### src/rtl/box_plotter.sv
// Box rasterizer for the player drawing interface: clears the 160x120 screen after reset,
// then turns each queued (x, y, colour) request into BOX_W x BOX_H single-pixel VGA writes.
module box_plotter #(
  parameter int unsigned BOX_W = 4,
  parameter int unsigned BOX_H = 8,
  parameter int unsigned SCR_W = 160,
  parameter int unsigned SCR_H = 120
) (
  input  logic       clk,
  input  logic       resetn,
  input  logic       req_valid,
  output logic       req_ready,
  input  logic [7:0] req_x,
  input  logic [6:0] req_y,
  input  logic [2:0] req_colour,
  output logic [7:0] vga_x,
  output logic [6:0] vga_y,
  output logic [2:0] vga_colour,
  output logic       plot,
  output logic       busy,
  output logic       clear_done
);

  typedef enum logic [1:0] {S_CLEAR, S_IDLE, S_LOAD, S_DRAW} state_e;

  typedef struct packed {
    logic [7:0] x;
    logic [6:0] y;
    logic [2:0] colour;
  } req_t;

  localparam logic [7:0] CLR_X_LAST = 8'(SCR_W - 1);
  localparam logic [6:0] CLR_Y_LAST = 7'(SCR_H - 1);
  localparam logic [7:0] CX_LAST    = 8'(BOX_W - 1);
  localparam logic [6:0] CY_LAST    = 7'(BOX_H - 1);
  localparam logic [8:0] X_LIMIT    = 9'(SCR_W);
  localparam logic [7:0] Y_LIMIT    = 8'(SCR_H);

  // ---------------------------------------------------------------------------
  // Two-entry request FIFO
  // ---------------------------------------------------------------------------
  req_t       fifo_q [2];
  logic       wr_ptr_q, rd_ptr_q;
  logic [1:0] count_q;
  logic       push, pop;
  req_t       head;

  state_e     state_q, state_d;

  assign req_ready = (count_q != 2'd2);
  assign push      = req_valid && req_ready;
  assign pop       = (state_q == S_IDLE) && (count_q != 2'd0);
  assign head      = fifo_q[rd_ptr_q];

  always_ff @(posedge clk) begin
    if (resetn) begin
      wr_ptr_q <= 1'b0;
      rd_ptr_q <= 1'b0;
      count_q  <= 2'd0;
    end else begin
      if (push) wr_ptr_q <= ~wr_ptr_q;
      if (pop)  rd_ptr_q <= ~rd_ptr_q;
      case ({push, pop})
        2'b10:   count_q <= count_q + 2'd1;
        2'b01:   count_q <= count_q - 2'd1;
        default: count_q <= count_q;
      endcase
    end
  end

  // NOTE: storage needs no reset; an entry is only read after count_q says it was written.
  always_ff @(posedge clk) begin
    if (push) fifo_q[wr_ptr_q] <= '{x: req_x, y: req_y, colour: req_colour};
  end

  // ---------------------------------------------------------------------------
  // Sweep / draw FSM with registered pixel outputs
  // ---------------------------------------------------------------------------
  logic [7:0] clr_x_q, clr_x_d;
  logic [6:0] clr_y_q, clr_y_d;
  logic [7:0] base_x_q, base_x_d;
  logic [6:0] base_y_q, base_y_d;
  logic [2:0] base_c_q, base_c_d;
  logic [7:0] cx_q, cx_d;
  logic [6:0] cy_q, cy_d;
  logic [7:0] vga_x_q, vga_x_d;
  logic [6:0] vga_y_q, vga_y_d;
  logic [2:0] vga_c_q, vga_c_d;
  logic       plot_q, plot_d;
  logic       busy_q, busy_d;
  logic       done_q, done_d;
  logic [8:0] sum_x;
  logic [7:0] sum_y;

  // Box pixel position is kept one bit wider so off-screen pixels can be clipped.
  assign sum_x = {1'b0, base_x_q} + {1'b0, cx_q};
  assign sum_y = {1'b0, base_y_q} + {1'b0, cy_q};

  // NOTE: every always_comb output gets a hold/default value first so no latch is inferred.
  always_comb begin
    state_d  = state_q;
    clr_x_d  = clr_x_q;
    clr_y_d  = clr_y_q;
    base_x_d = base_x_q;
    base_y_d = base_y_q;
    base_c_d = base_c_q;
    cx_d     = cx_q;
    cy_d     = cy_q;
    vga_x_d  = vga_x_q;
    vga_y_d  = vga_y_q;
    vga_c_d  = vga_c_q;
    plot_d   = 1'b0;
    done_d   = done_q;

    case (state_q)
      S_CLEAR: begin
        plot_d  = 1'b1;
        vga_x_d = clr_x_q;
        vga_y_d = clr_y_q;
        vga_c_d = 3'd0;
        if (clr_x_q == CLR_X_LAST) begin
          clr_x_d = 8'd0;
          if (clr_y_q == CLR_Y_LAST) begin
            clr_y_d = 7'd0;
            done_d  = 1'b1;
            state_d = S_IDLE;
          end else begin
            clr_y_d = clr_y_q + 7'd1;
          end
        end else begin
          clr_x_d = clr_x_q + 8'd1;
        end
      end

      S_IDLE: begin
        if (pop) begin
          base_x_d = head.x;
          base_y_d = head.y;
          base_c_d = head.colour;
          state_d  = S_LOAD;
        end
      end

      S_LOAD: begin
        cx_d    = 8'd0;
        cy_d    = 7'd0;
        state_d = S_DRAW;
      end

      S_DRAW: begin
        vga_x_d = sum_x[7:0];
        vga_y_d = sum_y[6:0];
        vga_c_d = base_c_q;
        plot_d  = (sum_x < X_LIMIT) && (sum_y < Y_LIMIT);
        if (cx_q == CX_LAST) begin
          cx_d = 8'd0;
          if (cy_q == CY_LAST) begin
            cy_d    = 7'd0;
            state_d = S_IDLE;
          end else begin
            cy_d = cy_q + 7'd1;
          end
        end else begin
          cx_d = cx_q + 8'd1;
        end
      end

      default: state_d = S_CLEAR;
    endcase

    busy_d = (state_d != S_IDLE);
  end

  // NOTE: sequential state uses non-blocking assignments only, so every flop samples pre-edge values.
  always_ff @(posedge clk) begin
    if (resetn) begin
      state_q  <= S_CLEAR;
      clr_x_q  <= 8'd0;
      clr_y_q  <= 7'd0;
      base_x_q <= 8'd0;
      base_y_q <= 7'd0;
      base_c_q <= 3'd0;
      cx_q     <= 8'd0;
      cy_q     <= 7'd0;
      vga_x_q  <= 8'd0;
      vga_y_q  <= 7'd0;
      vga_c_q  <= 3'd0;
      plot_q   <= 1'b0;
      busy_q   <= 1'b1;
      done_q   <= 1'b0;
    end else begin
      state_q  <= state_d;
      clr_x_q  <= clr_x_d;
      clr_y_q  <= clr_y_d;
      base_x_q <= base_x_d;
      base_y_q <= base_y_d;
      base_c_q <= base_c_d;
      cx_q     <= cx_d;
      cy_q     <= cy_d;
      vga_x_q  <= vga_x_d;
      vga_y_q  <= vga_y_d;
      vga_c_q  <= vga_c_d;
      plot_q   <= plot_d;
      busy_q   <= busy_d;
      done_q   <= done_d;
    end
  end

  assign vga_x      = vga_x_q;
  assign vga_y      = vga_y_q;
  assign vga_colour = vga_c_q;
  assign plot       = plot_q;
  assign busy       = busy_q;
  assign clear_done = done_q;

endmodule

### config.mk
export PLATFORM = sky130hd
export DESIGN_NAME = box_plotter
export DESIGN_NICKNAME = d
export VERILOG_FILES = /design/src/rtl/box_plotter.sv
export SDC_FILE = /design/constraint.sdc
export NUM_CORES = 1
export LEC_CHECK = 0
export BUFFER_PORTS_ARGS = -buffer_cell sky130_fd_sc_hd__buf_2
export CAP_MARGIN = 10
export CORE_ASPECT_RATIO = 1.25
export CORE_UTILIZATION = 59
export DETAILED_ROUTE_END_ITERATION = 8
export PLACE_DENSITY_LB_ADDON = 0.3
export SYNTH_ARGS = -nofsm -noshare
export SYNTH_HDL_FRONTEND = slang
export SYNTH_SLANG_ARGS = --single-unit
### constraint.sdc
create_clock -name clk -period 2.78 [get_ports clk]
set_clock_uncertainty 0.05 [all_clocks]
set_input_delay 0.139 -clock clk [delete_from_list [all_inputs] [get_ports clk]]
set_output_delay 0.139 -clock clk [all_outputs]
set_load 0.02 [all_outputs]
==> key figures <==
Setup path
  • CP cell instances: ha_1 -> fa_1 -> a211oi_1 -> o21bai_1 -> a21oi_1 -> xnor2_1 -> nand4_1 -> a31o_2
  • CP Data Arrival Time: between 2 and 3 ns
  • Crit path max-delay family: compound AO/OA/AOI/OAI gates
  • Critical Path Max Stage Delay: between 0.4 and 0.5 ns
  • Worst Path Max Fanout: 5
  • WP buf/inv: 0
  • Slowest CP cell: fa_1
  • Crit path launch type: flip-flop
  • CP Capture Type: flip-flop
  • Req. time, crit path: ~3 ns
  • Critical path class: flip-flop to flip-flop

Synthesis
  • Most common flop cell mapped by yosys: dfxtp_1
  • Syn Inst Count: approximately 510
  • Asr flop ratio synth: 0
  • Yosys warning total: 0
  • Synthesized cell area: roughly 5000 um2
  • Register area share after synthesis: 0.508
  • EDFF count, synth: 36
  • Mean Syn Cell Area: ~10 um2
  • Synthesized flop and latch total: approximately 110
  • Distinct cells, synth: 50
  • Synthesized net count: roughly 550

Power
  • Pwr/cell area: about 640 nW/um2
  • Leak pwr: 2.19 nW
  • Worst IR Drop VDD: around 0.00048 V

CTS
  • Clock sink count: approximately 110
  • H-tree Lvls: 3
  • CTS Root Cell: clkbuf_8
  • CTS max path bufs: 2
  • Clk_lat worst skew: between 0.3 and 0.4 ns
  • Clock transition at path regs: around 0.10 ns
  • CTS Buf Count: 9
  • Post-CTS sizing: 0
  • CTS tree: done

Global routing
  • Tot GR Track Use: 0.236
  • Initial antenna violation count: 0
  • Largest net degree at the start of global routing: between 40 and 50
  • GRT overflow: 0
  • First-pass GRT wire length: 16400 um
  • Vias in the first global route: approximately 3.6k

Run
  • Max-Cap Viols: 0

STA
  • # setup viols final: 0
  • Unrepaired setup endpoints after global routing: false
  • Worst Tran Pin Value: ~0.82 ns
  • Final worst path period need: between 2 and 2.5 ns
  • Max Freq: around 0.43 GHz
  • Sum Neg Setup Slack: 0 ns
  • Slew Viols, Final: 0
  • Tcrit/Tclk final: 0.835
  • Setup ws final: between 0.4 and 0.5 ns
  • Final hold violations: 0
  • Slew HR: 0.456

Cells and area
  • Nets: between 600 and 700
  • Ant. Diodes: 0
  • Post-Layout Cell Count: around 660
  • Finished Core Util: 0.693
  • Area of the multi-input gates: around 2300 um2
  • FILL cells: around 630
  • Fraction of layout cells with a size suffix above 1: 0.131
  • Cell area after layout: roughly 5700 um2
  • Sequential Area: around 2600 um2
  • Area delta synth->final: 13.0%

Floorplanning
  • Io pins: between 40 and 50
  • Row count: 37
  • Die footprint: approximately 9000 um2
  • Core footprint: about 8300 um2
  • Starting Density: 0.613
  • Die Wd: 85.0 um
  • Die Span Y: approximately 110 um

Drt
  • Wirelength, routed: between 9000 and 10000 um
  • Post-route ant nets: 0
  • DRC Markers: 0
  • WL per Instance: between 10 and 15 um
  • Starting DRT DRC Count: 196
  • Routed via count: between 3k and 4k
  • Number of vias per cell: approximately 5.7
  • DRT Pass-1 Iters: 4

Placement
  • Post-place instance area: approximately 5400 um2
  • Port bufs: 42
  • Pre-CTS WS: 0.490 ns
  • Dpl cells: approximately 630
  • Final HPWL DP: just under 7000 um
  • Placer Congestion: around 0.85

Outcome
  • Run status: finished, final reports clean

Min path
  • HP Class: input port to flip-flop
state kept, by name (all words and copies together), names as in the netlist, 2 cells and up:
signal,flops
base_c_q,3
base_x_q,8
base_y_q,7
clr_x_q,8
clr_y_q,7
count_q,2
cx_q,8
cy_q,7
fifo_q,36
state_q,2
vga_colour,3
vga_x,8
vga_y,7
cells in the mapped netlist (all sizes together) (2+ instances only):
cell,count,area [um2]
and3,11,68.8
nor4b,2,32.5
dfxtp,75,1500
mux2i,25,250
nor3b,5,37.5
nand3,4,20.0
a21oi,38,190
buf,10,45.0
nand2b,3,18.8
fa,2,40.0
o31ai,2,15.0
nor3,9,45.0
nand4b,2,17.5
a31o,3,26.3
nor4,4,25.0
a211oi,31,233
nand4,6,37.5
a41oi,2,17.5
edfxtp,36,1080
nor2b,4,25.0
a22oi,2,15.0
o21ai,21,105
clkbuf,17,63.8
nand2,24,97.6
ha,25,313
or2,2,12.5
nor2,83,312
inv,11,41.3
o21bai,2,15.0
a21o,4,37.5
xnor2,9,78.8
a221oi,2,17.5
xor2,14,123
or3,3,18.8
a311oi,2,17.5
worst paths after layout:
kind / start / end / slack [ns] / depth (start not counted)
worst max-delay path: cy_q[0]$_SDFFE_PP0P_ / plot$_SDFF_PP0_ / 0.46 / 8
worst min-delay path: req_valid / wr_ptr_q$_SDFFE_PP0P_ / 0.11 / 4
worst max register to register: cy_q[0]$_SDFFE_PP0P_ / plot$_SDFF_PP0_ / 0.46 / 8
worst min register to register: clear_done$_SDFFE_PP0P_ / clear_done$_SDFFE_PP0P_ / 0.43 / 2
where the power goes:
| part | switching [mW] | internal [mW] |
|---|---|---|
| Sequential | 0.103 | 1.87 |
| Clock | 0.527 | 0.333 |
| Combinational | 0.510 | 0.334 |
per-layer routing:
metal  global-route usage  share of wire  wire length (um)  vias up
met1                0.282           0.43              4230     1746
met5                    0              0                 0        -
li1                     -              -                 -     1936
met2                0.393           0.49              4770       95
met4                0.130          0.033               319        0
met3               0.0493          0.044               425       25
cell type report:
cell class / instances / share of cell area
Tap cell: 97 / 0.0211
Clock buffer: 12 / 0.0235
Timing Repair Buffer: 72 / 0.0837
Sequential cell: 111 / 0.450
Clock inverter: 4 / 0.00523
Multi-Input combinational cell: 356 / 0.409
Inverter: 11 / 0.00719
timing repair:
| action | 4_1_cts | 5_1_grt |
|---|---|---|
| endpoints found under the hold margin | 36 | 0 |
| hold buffers | 18 | 0 |
| buffers inserted | 0 | 0 |
per-stage QoR:
| stage | hold WS, ns | power (mW) |
|---|---|---|
| after CTS | 0.107 | 3.71 |
| after global placement | 0.278 | 2.80 |
| final | 0.108 | 3.68 |
| after floorplan | 0.188 | 2.60 |
| after detailed placement | 0.280 | 2.84 |
| after global routing | 0.160 | 3.90 |
cell families (layout without fill, tap and decap cells):
| family | after synthesis | after routing | share of synthesized area |
|---|---|---|---|
| buffers and inverters | 38 | 99 | 0.0296 |
| DFF | 111 | 111 | 0.509 |
| xor gates and xnor gates | 23 | 23 | 0.0397 |
| muxes | 25 | 25 | 0.0493 |
| AOI/OAI and AO/OA | 116 | 116 | 0.148 |
| and+or+nand+nor | 165 | 165 | 0.156 |
| adders and majority gates | 27 | 27 | 0.0695 |
cell usage in the layout, fill, tap and decap left out, drive strengths merged, types with 13 or more instances in the layout:
cell type,instances
a211oi,31
a21oi,38
buf,54
dfxtp,75
dlygate4sd3,18
edfxtp,36
ha,25
inv,13
mux2i,25
nand2,24
nor2,83
o21ai,21
xor2,14
worst reg2reg max path: stages (launching register included):
cell and delay, ns:
dfxtp_1 0.36, ha_1 0.22, fa_1 0.41, a211oi_1 0.33, o21bai_1 0.12, a21oi_1 0.18, xnor2_1 0.17, nand4_1 0.13
a31o_2 0.24
Note: power is estimated with default switching activity, not from simulation.
